<file path="src/rtl/uart_pkg.sv">
// Shared UART definitions: one-hot TX state encodings, parity and stop-bit codes.
// The RX side imports this package as well, so keep encodings stable.
package uart_pkg;

  // One-hot encoding; the state names the bit currently driven on the line.
  typedef enum logic [4:0] {
    S_IDLE   = 5'b00001,
    S_START  = 5'b00010,
    S_DATA   = 5'b00100,
    S_PARITY = 5'b01000,
    S_STOP   = 5'b10000
  } tx_state_e;

  localparam logic PAR_EVEN  = 1'b0;
  localparam logic PAR_ODD   = 1'b1;

  localparam logic STOP_1BIT = 1'b0;
  localparam logic STOP_2BIT = 1'b1;

endpackage

</file>
<file path="src/rtl/uart_tx_parity.sv">
// Combinational parity generator over the latched TX word.
module uart_tx_parity
  import uart_pkg::*;
#(
  parameter int DATA_WIDTH = 8
) (
  input  logic [DATA_WIDTH-1:0] data_i,
  input  logic                  par_typ_i,
  output logic                  parity_o
);

  // Even parity is the plain XOR reduction; odd parity inverts it.
  assign parity_o = (par_typ_i == PAR_ODD) ? ~(^data_i) : (^data_i);

endmodule

</file>
<file path="src/rtl/uart_tx_param.sv">
// Parametrised UART transmitter: one line bit per clk, start / data (LSB first)
// / optional parity / one or two stop bits, back-to-back frames without idle gap.
//
//   state    | meaning
//   ---------+-------------------------------------------------------------
//   S_IDLE   | line high, waiting for data_valid
//   S_START  | start bit (0) on the line
//   S_DATA   | data bit bit_cnt_q on the line, LSB first
//   S_PARITY | parity bit on the line
//   S_STOP   | stop bit (1); final one may accept the next word directly
module uart_tx_param
  import uart_pkg::*;
#(
  parameter int DATA_WIDTH = 8
) (
  input  logic                  clk,
  input  logic                  rst,
  input  logic [DATA_WIDTH-1:0] P_DATA,
  input  logic                  data_valid,
  input  logic                  PAR_EN,
  input  logic                  PAR_TYP,
  input  logic                  STOP2,
  output logic                  TX_OUT,
  output logic                  busy,
  output logic                  data_ack
);

  localparam int                CNT_W    = $clog2(DATA_WIDTH);
  localparam logic [CNT_W-1:0]  LAST_BIT = CNT_W'(DATA_WIDTH - 1);

  tx_state_e               state_q, state_d;
  logic [DATA_WIDTH-1:0]   data_q;
  logic                    par_en_q;
  logic                    par_typ_q;
  logic                    stop2_q;
  logic [DATA_WIDTH-1:0]   shift_q, shift_d;
  logic [CNT_W-1:0]        bit_cnt_q, bit_cnt_d;
  logic                    stop_cnt_q, stop_cnt_d;
  logic                    tx_q, tx_d;
  logic                    busy_q, busy_d;
  logic                    ack_q, ack_d;
  logic                    accept;
  logic                    parity;

  uart_tx_parity #(
    .DATA_WIDTH (DATA_WIDTH)
  ) u_parity (
    .data_i    (data_q),
    .par_typ_i (par_typ_q),
    .parity_o  (parity)
  );

  // Next state plus the line/busy/ack values for the bit that state will drive,
  // so the outputs can be registered alongside the state.
  always_comb begin
    state_d    = state_q;
    shift_d    = shift_q;
    bit_cnt_d  = bit_cnt_q;
    stop_cnt_d = stop_cnt_q;
    tx_d       = 1'b1;
    busy_d     = 1'b0;
    ack_d      = 1'b0;
    accept     = 1'b0;

    case (state_q)
      S_IDLE: begin
        if (data_valid) accept = 1'b1;
      end
      S_START: begin
        state_d   = S_DATA;
        bit_cnt_d = '0;
        tx_d      = data_q[0];
        shift_d   = data_q >> 1;
        busy_d    = 1'b1;
      end
      S_DATA: begin
        busy_d = 1'b1;
        if (bit_cnt_q == LAST_BIT) begin
          if (par_en_q) begin
            state_d = S_PARITY;
            tx_d    = parity;
          end else begin
            state_d    = S_STOP;
            stop_cnt_d = 1'b0;
          end
        end else begin
          bit_cnt_d = bit_cnt_q + CNT_W'(1);
          tx_d      = shift_q[0];
          shift_d   = shift_q >> 1;
        end
      end
      S_PARITY: begin
        state_d    = S_STOP;
        stop_cnt_d = 1'b0;
        busy_d     = 1'b1;
      end
      S_STOP: begin
        if (stop_cnt_q != stop2_q) begin
          // first of two stop bits
          stop_cnt_d = 1'b1;
          busy_d     = 1'b1;
        end else if (data_valid) begin
          accept = 1'b1;
        end else begin
          state_d = S_IDLE;
        end
      end
      default: begin
        state_d = S_IDLE;
      end
    endcase

    if (accept) begin
      state_d = S_START;
      tx_d    = 1'b0;
      busy_d  = 1'b1;
      ack_d   = 1'b1;
    end
  end

  // State and registered line outputs.
  always_ff @(posedge clk or negedge rst) begin
    if (!rst) begin
      state_q <= S_IDLE;
      tx_q    <= 1'b1;
      busy_q  <= 1'b0;
      ack_q   <= 1'b0;
    end else begin
      state_q <= state_d;
      tx_q    <= tx_d;
      busy_q  <= busy_d;
      ack_q   <= ack_d;
    end
  end

  // Shadow register: frame configuration frozen at acceptance.
  always_ff @(posedge clk or negedge rst) begin
    if (!rst) begin
      data_q    <= '0;
      par_en_q  <= 1'b0;
      par_typ_q <= PAR_EVEN;
      stop2_q   <= STOP_1BIT;
    end else if (accept) begin
      data_q    <= P_DATA;
      par_en_q  <= PAR_EN;
      par_typ_q <= PAR_TYP;
      stop2_q   <= STOP2;
    end
  end

  // Shift register and bit/stop counters.
  always_ff @(posedge clk or negedge rst) begin
    if (!rst) begin
      shift_q    <= '0;
      bit_cnt_q  <= '0;
      stop_cnt_q <= 1'b0;
    end else begin
      shift_q    <= shift_d;
      bit_cnt_q  <= bit_cnt_d;
      stop_cnt_q <= stop_cnt_d;
    end
  end

  assign TX_OUT   = tx_q;
  assign busy     = busy_q;
  assign data_ack = ack_q;

endmodule

</file>
<file path="config.mk">
export PLATFORM = sky130hd
export DESIGN_NAME = uart_tx_param
export DESIGN_NICKNAME = d
export VERILOG_FILES = /design/src/rtl/uart_pkg.sv /design/src/rtl/uart_tx_parity.sv /design/src/rtl/uart_tx_param.sv
export SDC_FILE = /design/constraint.sdc
export NUM_CORES = 1
export LEC_CHECK = 0
export CAP_MARGIN = 20
export CELL_PAD_IN_SITES_DETAIL_PLACEMENT = 0
export CELL_PAD_IN_SITES_GLOBAL_PLACEMENT = 2
export CORE_UTILIZATION = 33
export CTS_CLUSTER_DIAMETER = 120
export CTS_CLUSTER_SIZE = 40
export DETAILED_ROUTE_END_ITERATION = 7
export PLACE_DENSITY = 0.82
export SLEW_MARGIN = 25
export SYNTH_ARGS = -nofsm -noshare
export SYNTH_HDL_FRONTEND = slang
export SYNTH_SLANG_ARGS = --single-unit
</file>
<file path="constraint.sdc">
create_clock -name clk -period 1.6 [get_ports clk]
set_input_delay 0.32 -clock clk [delete_from_list [all_inputs] [get_ports clk]]
set_output_delay 0.32 -clock clk [all_outputs]
set_load 0.005 [all_outputs]
</file>
==> results.md <==
* Top Ports at 17
* First-pass GRT wire length at 4.174 mm
* Worst Path Buf+Inv at 2
* Pwr Density at 1842 nW/µm²
* Multi-input combinational cell area at 665.6 µm²
* DRT antenna net count at 0
* Largest net degree at the start of global routing at 31
* Final Max Slew Viols at 0
* Synthesized instance count at 120
* Worst-path clk slew at 0.07 ns
* Post-Place Setup Slack at -0.02040 ns
* Worst clock skew at 0.006626 ns
* H-Tree Depth at 2
* Worst slew margin at 74.81%
* ANT cells at 0
* Filler instances at 357
* Measured slew at the worst slew-check pin at 0.3778 ns
* Worst Setup End Kind: flip-flop
* Commonest cells after routing, fill and taps aside: dfrtp_1 (25), clkdlybuf4s50_1 (15), buf_4 (13)
* Crit share post-route at 98.31%
* Cts hold-fix bufs at 0
* Final min period at 1.573 ns
* Final setup vio count at 0
* Die ar. at 4581 µm²
* Sequential share of the synthesized area at 52.90%
* CP Data Arrival Time at 1.74 ns
* Crit path cell chain: nor4_4 > nand2_2 > o21ai_4 > buf_12 > buf_8 > a21oi_1
* P_leak at 0.8898 nW
* Synth area leader: dfrtp_1
* Vias at 993
* R2r setup slk at 0.03 ns
* Vias in the first global route at 895
* Commonest non-fill, non-tap cell in the layout: dfrtp_1
* Clock Latency Late Sink at 0.28 ns
* Worst Path Required at 1.76 ns
* Overall Global Routing Usage at 12.86%
* Post-synth top flop: dfrtp_1
* Fmax at 635.7 MHz
* Number of synthesized flops with an enable pin at 0
* Initial antenna violation count at 0
* Final nets at 174
* Maximum vdd drop at 0.0009156 V
* Cts bufs inserted at 5
* Synth async-reset ratio at 100.0%
* Dominant cells by area after synthesis: dfrtp_1 (49%), mux2_4 (5.3%), mux2_2 (4.0%)
* DRC at 0
* Core area at 4058 µm²
* RSZ-0062 raised after global routing: true
* Post-synthesis average cell area at 11.87 µm²
* Min-Delay Path Class: in -> async
* Root buf cell: clkbuf_8
* Synth warnings at 0
* Maxcap violations at 0
* Global placer's final weighted congestion at 0.7153
* Type of origin of the critical path: flip-flop
* CTS tree: built
* Final Hold Violating Endpoints at 0
* Synth Register Bits at 30
* Max stage delay on crit path at 0.46 ns
* Die Wd at 67.69 µm
* Port bufs at 16
* Vias/cell at 4.751
* Area fraction of the dominant cell type after synthesis at 49.21%
* Crit Path Max Fanout at 7
* Crit path max-delay cell type: dfrtp_2
* Synth cell types at 34
* Share of post-route cells with drive strength above 1 at 36.48%
* Die height at 67.69 µm
* DR pass1 iterations at 4
* Clk sinks at 30
* FF/Latch Area at 757.0 µm²
* Starting density of the core at 35.09%
* Overflow after GRT at 0
* Final worst slack at 0.02698 ns
* 1st-iter DRT viols at 15
* CP Class: reg -> reg
* Layout area overhead at 39.54%
* Final wirelength at 2.912 mm
* Final HPWL DP at 1.890 mm
* CP top delay family: flip-flops
* Syn_nets at 136
* Core Util, Final at 48.97%
* Clock buffer depth at 2
* Status: completed
* DR WL/cell at 13.93 µm
* Rows at 23
* Synthesized cell area at 1424 µm²
## timing repair
item / in CTS / in global routing
cloned: 0 / 2
resized for setup: 2 / 24
buffers inserted: 2 / 4
pin swaps: 1 / 5
endpoints found under the setup margin: 8 / 22
## synthesized netlist by cell type (2+ instances only)
master and instances:
o21ai_0 5, inv_1 6, dfstp_2 2, mux2_4 5, buf_2 2, dfrtp_1 28
nor3_1 2, nand2b_1 3, nor4_1 2, nor2_1 11, a21oi_1 8, nand2_1 9
xor2_1 3, mux2i_1 5, xnor2_1 5, mux2_2 5, ha_1 2
## registers in the layout (all words and copies together), names as in the netlist
signal and count:
bit_cnt_q 3, data_q 8, data_ack 1, stop2_q 1
state_q 5, shift_q 7, stop_cnt_q 1, par_en_q 1
TX_OUT 1, par_typ_q 1, busy 1
## cell families after synthesis
| group | synth area share, % |
|---|---|
| buffers and inverters | 5.009 |
| flip-flops | 52.90 |
| multiplexers | 12.74 |
| AND/OR/NAND/NOR | 11.42 |
| AO/OA/AOI/OAI | 9.667 |
| adder cells (fa/ha/maj) | 1.757 |
| XOR/XNOR | 6.503 |
## where the power goes
group | switching, W | total (W) | internal [W]
clock network | 0.000280 | 0.000625 | 0.000345
registers | 0.000276 | 0.00137 | 0.00109
logic | 0.000623 | 0.00167 | 0.00105
## path summary, 6_finish.rpt
path / to / cells past startpoint / start
max: shift_q[3] / 6 / state_q[4]
min: data_q[3] / 2 / rst
max reg2reg: shift_q[3] / 6 / state_q[4]
min reg2reg: shift_q[6] / 2 / shift_q[6]
max in group asynchronous: state_q[0] / 2 / rst
min in group clk: shift_q[6] / 2 / shift_q[6]
## metrics by stage
| step | setup TNS [ns] | area, µm² | hold WS (ns) | instances | power (W) |
|---|---|---|---|---|---|
| detailed placement | -0.07996 | 1713 | 0.4961 | 193 | 0.002767 |
| global route | -0.3588 | 1987 | 0.4518 | 209 | 0.003899 |
| global placement | -0.09594 | 1713 | 0.4901 | 193 | 0.002727 |
| floorplan | 0 | 1424 | 0.02441 | 120 | 0.002357 |
| CTS | 0 | 1823 | 0.4314 | 203 | 0.003423 |
| finish | 0 | 1987 | 0.4252 | 209 | 0.003660 |
## worst reg2reg max path, cell delays in order, from the launching register on
cell and delay (ns):
dfrtp_2 0.46, nor4_4 0.29, nand2_2 0.13, o21ai_4 0.25, buf_12 0.15, buf_8 0.11
a21oi_1 0.06
## metal layers
metal  track usage [%]  vias to the layer above  share of wire [%]
met1             16.26                      481                 47
met2             20.17                       18                 49
met3             4.899                        3                4.1
met5                 0                        -                  0
li1                  -                      491                  -
met4             3.989                        0               0.27
## area by class of cell
type	count	area share [%]
Sequential cell	30	38.10
Multi-Input combinational cell	79	33.50
Timing Repair Buffer	36	19.33
Clock buffer	6	4.156
Tap cell	50	3.149
Inverter	6	1.133
Clock inverter	2	0.6297
Power figures use the tool's default switching activity.
